**src/rtl/mb_sessao_seq_pkg.sv**
```systemverilog
// Shared definitions for the multibanco session sequencer: FSM states,
// display status codes and operation codes.
package mb_sessao_seq_pkg;

  typedef enum logic [2:0] {
    S_IDLE = 3'd0,
    S_PIN  = 3'd1,
    S_MENU = 3'd2,
    S_EXEC = 3'd3,
    S_DONE = 3'd4,
    S_LOCK = 3'd5
  } state_t;

  localparam logic [6:0] ST_IDLE   = 7'd0;
  localparam logic [6:0] ST_PIN    = 7'd1;
  localparam logic [6:0] ST_WRONG  = 7'd2;
  localparam logic [6:0] ST_MENU   = 7'd3;
  localparam logic [6:0] ST_OK     = 7'd4;
  localparam logic [6:0] ST_FUNDS  = 7'd5;
  localparam logic [6:0] ST_INVCOD = 7'd6;
  localparam logic [6:0] ST_OVF    = 7'd7;
  localparam logic [6:0] ST_LOCK   = 7'd9;

  localparam int OP_LEVANTAR  = 1;
  localparam int OP_DEPOSITAR = 2;
  localparam int OP_CONSULTA  = 3;

endpackage

```
**src/rtl/mb_bin2bcd2.sv**
```systemverilog
// Binary (0..99) to two BCD digits for the 7-segment drivers.
module mb_bin2bcd2 (
  input  logic [6:0] bin_i,
  output logic [3:0] tens_o,
  output logic [3:0] units_o
);

  assign tens_o  = 4'(bin_i / 7'd10);
  assign units_o = 4'(bin_i % 7'd10);

endmodule

```
**src/rtl/mb_sessao_seq.sv**
```systemverilog
// ATM session sequencer: PIN check with lockout, operation menu and
// withdraw/deposit/query on an internal balance, shown as registered BCD.
module mb_sessao_seq
  import mb_sessao_seq_pkg::*;
#(
  parameter int               DATA_W    = 5,
  parameter int               PIN_W     = 5,
  parameter int               COD_W     = 6,
  parameter logic [PIN_W-1:0] PIN_OK    = PIN_W'(13),
  parameter int               MAX_TRIES = 3
) (
  input  logic              CLK,
  input  logic              RST,
  input  logic              EN,
  input  logic              LOAD_SALDO,
  input  logic [DATA_W-1:0] SALDO_IN,
  input  logic [PIN_W-1:0]  PIN,
  input  logic              PIN_VALID,
  input  logic [COD_W-1:0]  COD,
  input  logic [DATA_W-1:0] VAL,
  input  logic              CONFIRM,
  output logic [3:0]        ECRA_OUT1,
  output logic [3:0]        ECRA_OUT0,
  output logic [3:0]        SALDO_OUT1,
  output logic [3:0]        SALDO_OUT0,
  output logic [3:0]        VAL_OUT1,
  output logic [3:0]        VAL_OUT0,
  output logic [3:0]        COD_OUT1,
  output logic [3:0]        COD_OUT0,
  output logic              PAR_OUT,
  output logic              BLOCKED,
  output logic              BUSY
);

  state_t              state_q, state_d;
  logic [DATA_W-1:0]   bal_q, bal_d;
  logic [2:0]          tries_q, tries_d;
  logic [6:0]          status_q, status_d;
  logic [COD_W-1:0]    cod_q, cod_d;
  logic [DATA_W-1:0]   val_q, val_d;
  logic [DATA_W:0]     sum;
  logic [2:0]          tries_inc;

  logic [3:0] ecra_t, ecra_u, saldo_t, saldo_u, val_t, val_u, cod_t, cod_u;

  // Next-state and datapath decisions; EN low aborts any live session.
  always_comb begin
    state_d   = state_q;
    bal_d     = bal_q;
    tries_d   = tries_q;
    status_d  = status_q;
    cod_d     = cod_q;
    val_d     = val_q;
    sum       = {1'b0, bal_q} + {1'b0, val_q};
    tries_inc = tries_q + 3'd1;

    case (state_q)
      S_IDLE: begin
        status_d = ST_IDLE;
        if (LOAD_SALDO) bal_d = SALDO_IN;
        if (EN) begin
          state_d  = S_PIN;
          status_d = ST_PIN;
        end
      end
      S_PIN: begin
        if (!EN) begin
          state_d  = S_IDLE;
          status_d = ST_IDLE;
        end else if (PIN_VALID) begin
          if (PIN == PIN_OK) begin
            tries_d  = 3'd0;
            state_d  = S_MENU;
            status_d = ST_MENU;
          end else begin
            tries_d = tries_inc;
            if (tries_inc >= 3'(MAX_TRIES)) begin
              state_d  = S_LOCK;
              status_d = ST_LOCK;
            end else begin
              status_d = ST_WRONG;
            end
          end
        end
      end
      S_MENU: begin
        if (!EN) begin
          state_d  = S_IDLE;
          status_d = ST_IDLE;
        end else if (CONFIRM) begin
          cod_d   = COD;
          val_d   = VAL;
          state_d = S_EXEC;
        end
      end
      S_EXEC: begin
        if (!EN) begin
          state_d  = S_IDLE;
          status_d = ST_IDLE;
        end else begin
          state_d = S_DONE;
          if (cod_q == COD_W'(OP_LEVANTAR)) begin
            if (val_q <= bal_q) begin
              bal_d    = bal_q - val_q;
              status_d = ST_OK;
            end else begin
              status_d = ST_FUNDS;
            end
          end else if (cod_q == COD_W'(OP_DEPOSITAR)) begin
            if (!sum[DATA_W]) begin
              bal_d    = sum[DATA_W-1:0];
              status_d = ST_OK;
            end else begin
              status_d = ST_OVF;
            end
          end else if (cod_q == COD_W'(OP_CONSULTA)) begin
            status_d = ST_OK;
          end else begin
            status_d = ST_INVCOD;
          end
        end
      end
      S_DONE: begin
        if (!EN) begin
          state_d  = S_IDLE;
          status_d = ST_IDLE;
        end else begin
          state_d  = S_MENU;
          status_d = ST_MENU;
        end
      end
      S_LOCK: begin
        status_d = ST_LOCK;
      end
      default: begin
        state_d  = S_IDLE;
        status_d = ST_IDLE;
      end
    endcase
  end

  // Session state, balance, attempt counter and sampled operation.
  always_ff @(posedge CLK) begin
    if (RST) begin
      state_q  <= S_IDLE;
      bal_q    <= '0;
      tries_q  <= '0;
      status_q <= ST_IDLE;
      cod_q    <= '0;
      val_q    <= '0;
    end else begin
      state_q  <= state_d;
      bal_q    <= bal_d;
      tries_q  <= tries_d;
      status_q <= status_d;
      cod_q    <= cod_d;
      val_q    <= val_d;
    end
  end

  mb_bin2bcd2 u_bcd_ecra  (.bin_i(status_q),   .tens_o(ecra_t),  .units_o(ecra_u));
  mb_bin2bcd2 u_bcd_saldo (.bin_i(7'(bal_q)),  .tens_o(saldo_t), .units_o(saldo_u));
  mb_bin2bcd2 u_bcd_val   (.bin_i(7'(val_q)),  .tens_o(val_t),   .units_o(val_u));
  mb_bin2bcd2 u_bcd_cod   (.bin_i(7'(cod_q)),  .tens_o(cod_t),   .units_o(cod_u));

  // Display register stage: every output is a flop fed from the session state.
  always_ff @(posedge CLK) begin
    if (RST) begin
      ECRA_OUT1  <= '0;
      ECRA_OUT0  <= '0;
      SALDO_OUT1 <= '0;
      SALDO_OUT0 <= '0;
      VAL_OUT1   <= '0;
      VAL_OUT0   <= '0;
      COD_OUT1   <= '0;
      COD_OUT0   <= '0;
      PAR_OUT    <= 1'b0;
      BLOCKED    <= 1'b0;
      BUSY       <= 1'b0;
    end else begin
      ECRA_OUT1  <= ecra_t;
      ECRA_OUT0  <= ecra_u;
      SALDO_OUT1 <= saldo_t;
      SALDO_OUT0 <= saldo_u;
      VAL_OUT1   <= val_t;
      VAL_OUT0   <= val_u;
      COD_OUT1   <= cod_t;
      COD_OUT0   <= cod_u;
      PAR_OUT    <= ^cod_q;
      BLOCKED    <= (state_q == S_LOCK);
      BUSY       <= (state_q != S_IDLE) && (state_q != S_LOCK);
    end
  end

endmodule
```
**config.mk**
```make
export PLATFORM = sky130hd
export DESIGN_NAME = mb_sessao_seq
export DESIGN_NICKNAME = d
export VERILOG_FILES = /design/src/rtl/mb_sessao_seq_pkg.sv /design/src/rtl/mb_bin2bcd2.sv /design/src/rtl/mb_sessao_seq.sv
export SDC_FILE = /design/constraint.sdc
export NUM_CORES = 1
export LEC_CHECK = 0
export CORE_MARGIN = 5
export CORE_UTILIZATION = 25
export DETAILED_ROUTE_END_ITERATION = 10
export PLACE_DENSITY = 0.42
export REMOVE_ABC_BUFFERS = 1
export SYNTH_ARGS = -nofsm -noshare
export SYNTH_HDL_FRONTEND = slang
export SYNTH_SLANG_ARGS = --single-unit
```
**constraint.sdc**
```tcl
create_clock -name CLK -period 8.4 [get_ports CLK]
set_clock_uncertainty 0.2 [all_clocks]
set_input_delay 1.68 -clock CLK [delete_from_list [all_inputs] [get_ports CLK]]
set_output_delay 1.68 -clock CLK [all_outputs]
set_load 0.03 [all_outputs]
```
==> metrics, run 1 <==
sequential area share after synthesis between 30% and 40%; Die Height approximately 130 µm; Tightest Pin Transition slightly above 0.8 ns; Residual DRC 0; Cell Area, Synth 3358 µm²; total track usage 10.09%; # resized after CTS 0; Routed Antenna Nets 0; Hold Buf Count CTS 0; EDFF count, synth 0; Mapped Cells approximately 400; Clock Latency Late Sink roughly 0.29 ns; drt wl/cell ~13 µm; Max stage delay cell, worst path dfxtp_1; gr ovfl total 0; peak supply drop between 0.00006 and 0.00007 V; Max Clock Freq between 200 and 300 MHz; WS Path Type reg2reg; Core Area 13190 µm²; run status finished clean; vias in the first global route around 2800; Max transition margin 45.76%; Leak roughly 1.7 nW; DR iter-0 viols between 70 and 80; fin crit period 3.729 ns; worst hold path type reg2reg; DIE WIDTH between 100 and 150 µm; most frequent cells in the layout nor2_1, dfxtp_1, clkdlybuf4s50_1; total die area between 15000 and 20000 µm²; Root Driver clkbuf_16; CP endpoint kind flip-flop; Final setup viols 0; crit path DAT about 3.7 ns; CTS tree built; power per cell area around 140 nW/µm²; register bit total from synthesis between 50 and 60; final setup TNS 0 ns; first-pass GRT wire length ~13000 µm; RSZ-0062 raised after global routing false; Worst path max stage delay approximately 0.5 ns; Yosys warnings 0; Ant. Diodes 0; worst path required time about 8.4 ns; Post-synth top flop dfxtp_1; most common cell after layout, fill and taps aside nor2_1; reg-to-reg setup timing slack between 4 and 5 ns; fraction of registers with async set/reset 0%; critical path startpoint category flip-flop; Unique masters post-synth 55; htree depth 2; vias per cell 4.398; Setup Fix Bufs, Post-CTS 0; CTS Buf Count 5; area delta synth->final 23.73%; num ports between 60 and 70; crit path max fanout 9; largest net degree at the start of global routing 54; MaxCap Viol Count 0; Avg Cell Area, Syn 8.333 µm²; routed wire length roughly 7900 µm; initial antenna violation count 0; HPWL after detailed placement roughly 6000 µm; number of fillers in the final layout about 1400; CTS Sinks 53; via count 2753; layout cell share with drive strength beyond 1 about 3.6%; count of pins over their slew limit 0; Final Hold Fails 0; Initial Util 25.46%; Total Nets Final approximately 500; Final period util roughly 44%; Placement Rows 42; Placer Congestion around 0.82; First-pass DRT Iterations 4; Clock Pin Slew Worst Setup and Hold Paths 0.07 ns; count of buffers from port buffering 53; Bufs on Longest Clock Path 2; Min Hold Slack around 0.27 ns; CP Cell Sequence inv_1 > ha_1 > nor3b_4 > mux2i_1 > nor2_1 > nor3_2 > xnor2_1 > ha_1 > nor2b_1 > o21ai_0 > a21boi_0 > o221ai_2 > and2_1 > xnor2_1 > nor2_1
[per-stage QoR]
stage / instance area, µm² / worst slack, ns / total power [mW] / cells / utilization, %
3_3_place_gp: 4019 / 4.536 / 0.3781 / 618 / 30.47
3_5_place_dp: 4019 / 4.457 / 0.3787 / 618 / 30.47
6_report: 4155 / 4.671 / 0.5767 / 626 / 31.50
5_1_grt: 4155 / 4.218 / 0.6095 / 626 / 31.50
4_1_cts: 4155 / 4.588 / 0.5873 / 626 / 31.50
2_1_floorplan: 3266 / 5.134 / 0.3388 / 388 / -
[area by class of cell]
| type | instances | area (µm²) | share of cell area, % |
|---|---|---|---|
| Multi-Input combinational cell | 304 | 2088 | 50.26 |
| Inverter | 31 | 116.4 | 2.800 |
| Sequential cell | 53 | 1061 | 25.53 |
| Timing Repair Buffer | 54 | 533.0 | 12.83 |
| Clock buffer | 8 | 136.4 | 3.282 |
| Tap cell | 176 | 220.2 | 5.300 |
[per-layer routing]
layer / up-vias / share of wire, % / GRT usage (%)
met5: - / 0 / 0
met4: 0 / 1.1 / 2.650
met3: 6 / 3.4 / 2.159
met2: 40 / 46 / 17.06
met1: 1258 / 49 / 13.08
li1: 1449 / - / -
[logic make-up after synthesis]
family                   count (synthesis)  synth area share (%)
AND/OR/NAND/NOR                        145                 21.05
AO/OA/AOI/OAI                           81                 16.95
flip-flops                              53                 31.59
buffers and inverters                   53                 7.005
adder cells (fa/ha/maj)                 33                 12.74
multiplexers                            21                 6.371
XOR/XNOR                                16                 4.173
other                                    1                0.1117
[cell usage after synthesis (all sizes together) (2+ instances only)]
master / instances / area share (%)
nor2b: 13 / 2.4
buf: 15 / 2.8
a2bb2oi: 2 / 0.52
mux2: 3 / 1.0
inv: 31 / 3.5
a211o: 2 / 0.52
o2bb2ai: 2 / 0.52
fa: 2 / 1.2
o31ai: 4 / 0.89
mux2i: 18 / 5.4
a21o: 6 / 1.3
xnor2: 11 / 2.9
a21oi: 22 / 3.4
o211ai: 2 / 0.45
o21bai: 2 / 0.45
nand2b: 9 / 1.7
nor2: 65 / 7.3
and3: 2 / 0.37
dfxtp: 53 / 32
nand3: 7 / 1.0
clkbuf: 7 / 0.78
nor3: 10 / 1.6
nand2: 21 / 2.3
or3: 7 / 1.3
nor3b: 3 / 1.0
a211oi: 5 / 1.1
and2: 2 / 0.37
o21ai: 13 / 1.9
nand4b: 3 / 0.78
a21boi: 4 / 0.89
a41oi: 3 / 1.3
a31oi: 3 / 0.56
xor2: 5 / 1.3
ha: 31 / 12
[state kept, by name, summed over array words and instances (netlist names), 3 cells and up]
signal / flops
COD_OUT0: 4
cod_q: 6
ECRA_OUT0: 4
VAL_OUT0: 4
val_q: 5
bal_q: 5
SALDO_OUT0: 4
state_q: 3
tries_q: 3
status_q: 4
COD_OUT1: 3
[critical path, delay by kind of cell (launching register included)]
| family | cells | cell delay, ns |
|---|---|---|
| multiplexers | 1 | 0.30 |
| buffers and inverters | 1 | 0.20 |
| AO/OA/AOI/OAI | 3 | 0.55 |
| flip-flops | 1 | 0.49 |
| AND/OR/NAND/NOR | 6 | 1.03 |
| adder cells (fa/ha/maj) | 2 | 0.51 |
| XOR/XNOR | 2 | 0.31 |
[power breakdown]
| part | leakage, nW | total (mW) | internal [mW] | switching [mW] |
|---|---|---|---|---|
| clock | 0.0652 | 0.205 | 0.111 | 0.0940 |
| combinational | 1.25 | 0.101 | 0.0463 | 0.0547 |
| sequential | 0.430 | 0.270 | 0.260 | 0.0101 |
[worst paths after layout]
path	from	end	cells after the start
worst max-delay path	cod_q[2]	COD_OUT0[3]	15
worst min-delay path	status_q[0]	ECRA_OUT0[0]	2
worst max register to register	cod_q[2]	COD_OUT0[3]	15
worst min register to register	status_q[0]	ECRA_OUT0[0]	2
Power figures use the tool's default switching activity.
==> run 2: changes to the inputs <==
Clock period 8.4 ns to 3.7 ns, I/O delays scaled along.
==> metrics, run 2 (synthesis results as in run 1) <==
crit path DAT between 3 and 4 ns; most frequent cells in the layout nor2_1, dfxtp_1, clkdlybuf4s50_1; DIE WIDTH around 130 µm; total die area 15850 µm²; CTS Sinks 53; num ports 62; CP endpoint kind flip-flop; Routed Antenna Nets 0; initial antenna violation count 0; Setup Fix Bufs, Post-CTS 0; worst hold endpoint ECRA_OUT0[0]; Final period util between 90% and 100%; count of pins over their slew limit 0; Tightest Pin Transition between 0.6 and 0.7 ns; largest net degree at the start of global routing 33; vias per cell ~4.4; First-pass DRT Iterations 4; Max Clock Freq about 300 MHz; Placement Rows 42; power per cell area 316.0 nW/µm²; Final setup viols 0; Die Height between 100 and 150 µm; area of the multi-input gates between 2000 and 2500 µm²; crit path max fanout 12; Hold Buf Count CTS 0; worst path required time approximately 3.7 ns; routed wire length approximately 8000 µm; Top reg by flops cod_q; Max transition margin between 50% and 60%; first-pass GRT wire length ~14000 µm; final setup TNS 0 ns; run status finished clean; total track usage around a tenth; number of fillers in the final layout around 1400; DR iter-0 viols around 110; count of buffers from port buffering between 50 and 60; # resized after CTS 0; Tot Pwr roughly 1.3 mW; htree depth 2; drt wl/cell 12.74 µm; area delta synth->final 25.04%; worst hold path type reg2reg; Ant. Diodes 0; critical path startpoint category flip-flop; Total Nets Final between 500 and 600; Hold Path Stages 2; RSZ-0062 raised after global routing false; Core Area around 13000 µm²; Bufs on Longest Clock Path 2; vias in the first global route roughly 2800; peak supply drop 0.0001356 V; number of flip-flops in the largest register 6; reg2reg path depth 14; gr ovfl total 0; Final Hold Fails 0; MaxCap Viol Count 0; layout cell share with drive strength beyond 1 around 4.8%; Reg2Reg Launch Point cod_q[3]; Clock Latency Late Sink 0.30 ns; register area between 1000 and 1500 µm²; via count 2796; reg-to-reg setup timing slack roughly 0.31 ns; HPWL after detailed placement just over 6000 µm; Clock Pin Slew Worst Setup and Hold Paths ~0.07 ns; beginning of the worst hold path status_q[0]; Leak around 1.8 nW; Root Driver clkbuf_16; Initial Util roughly a quarter; CTS Buf Count 5; most common cell after layout, fill and taps aside nor2_1; worst r2r dst COD_OUT0[3]; Residual DRC 0; largest registers cod_q (6), bal_q (5), val_q (5); WS Path Type reg2reg; fin crit period 3.385 ns; Placer Congestion approximately 0.84; CTS tree built
==> run 2: cell types whose count changed in the layout (fill, tap and decap cells not counted) <==
cell / previous run / this run
buf_4: 1 / 6
clkbuf_1: 3 / 1
clkbuf_8: 0 / 1
==> run 2: critical path, cell delays in order, from the launching register on <==
cell,delay (ns)
dfxtp_1,0.42
ha_1,0.31
nor3b_4,0.27
mux2i_1,0.30
nor2_1,0.12
nor3_2,0.21
xnor2_1,0.17
ha_1,0.20
inv_1,0.06
a21o_1,0.15
a221oi_1,0.34
o221ai_2,0.15
and2_1,0.18
xnor2_1,0.14
nor2_1,0.05
==> run 2: routing by layer <==
| metal | track usage, % | wire length [µm] | up-vias |
|---|---|---|---|
| met4 | 3.785 | 133 | 0 |
| met5 | 0 | 0 | - |
| met3 | 2.625 | 331 | 9 |
| met2 | 17.28 | 3695 | 45 |
| met1 | 13.29 | 3865 | 1282 |
| li1 | - | - | 1460 |
==> run 2: worst max-delay path by stage <==
| stage | depth (start not counted) | to | startpoint | slack [ns] |
|---|---|---|---|---|
| 2_1_floorplan | 15 | COD_OUT0[3] | cod_q[2] | 0.43 |
| 3_3_place_gp | 14 | COD_OUT0[3] | cod_q[3] | 0.40 |
| 3_5_place_dp | 14 | COD_OUT0[3] | cod_q[3] | 0.33 |
| 4_1_cts | 14 | COD_OUT0[3] | cod_q[3] | 0.30 |
| 5_1_grt | 14 | COD_OUT0[3] | cod_q[3] | 0.02 |
| 6_report | 14 | COD_OUT0[3] | cod_q[3] | 0.31 |
==> run 2: metrics by stage <==
| stage | setup WS [ns] | std cells | util, % | cell area, µm² | hold WS (ns) |
|---|---|---|---|---|---|
| finish | 0.3145 | 630 | 31.83 | 4199 | 0.2598 |
| global route | 0.02069 | 630 | 31.83 | 4199 | 0.2994 |
| CTS | 0.3037 | 630 | 31.83 | 4199 | 0.2651 |
| detailed placement | 0.3346 | 623 | 30.75 | 4056 | 0.2543 |
| global placement | 0.4018 | 623 | 30.75 | 4056 | 0.2547 |
| floorplan | 0.4335 | 388 | - | 3266 | 0.2267 |
==> run 2: cell type report <==
cell class / count / area share [%]
well taps: 176 / 5.244
multi-input cells: 304 / 49.73
repair buffers: 59 / 13.59
inverters: 31 / 2.771
clock buffers: 7 / 3.397
flip-flops and latches: 53 / 25.27
==> run 2: report_power, final <==
part           total [mW]  internal, mW  switching [mW]
Sequential          0.615         0.591          0.0236
Clock               0.484         0.267           0.217
Combinational       0.228         0.105           0.124
Total                1.33         0.963           0.364
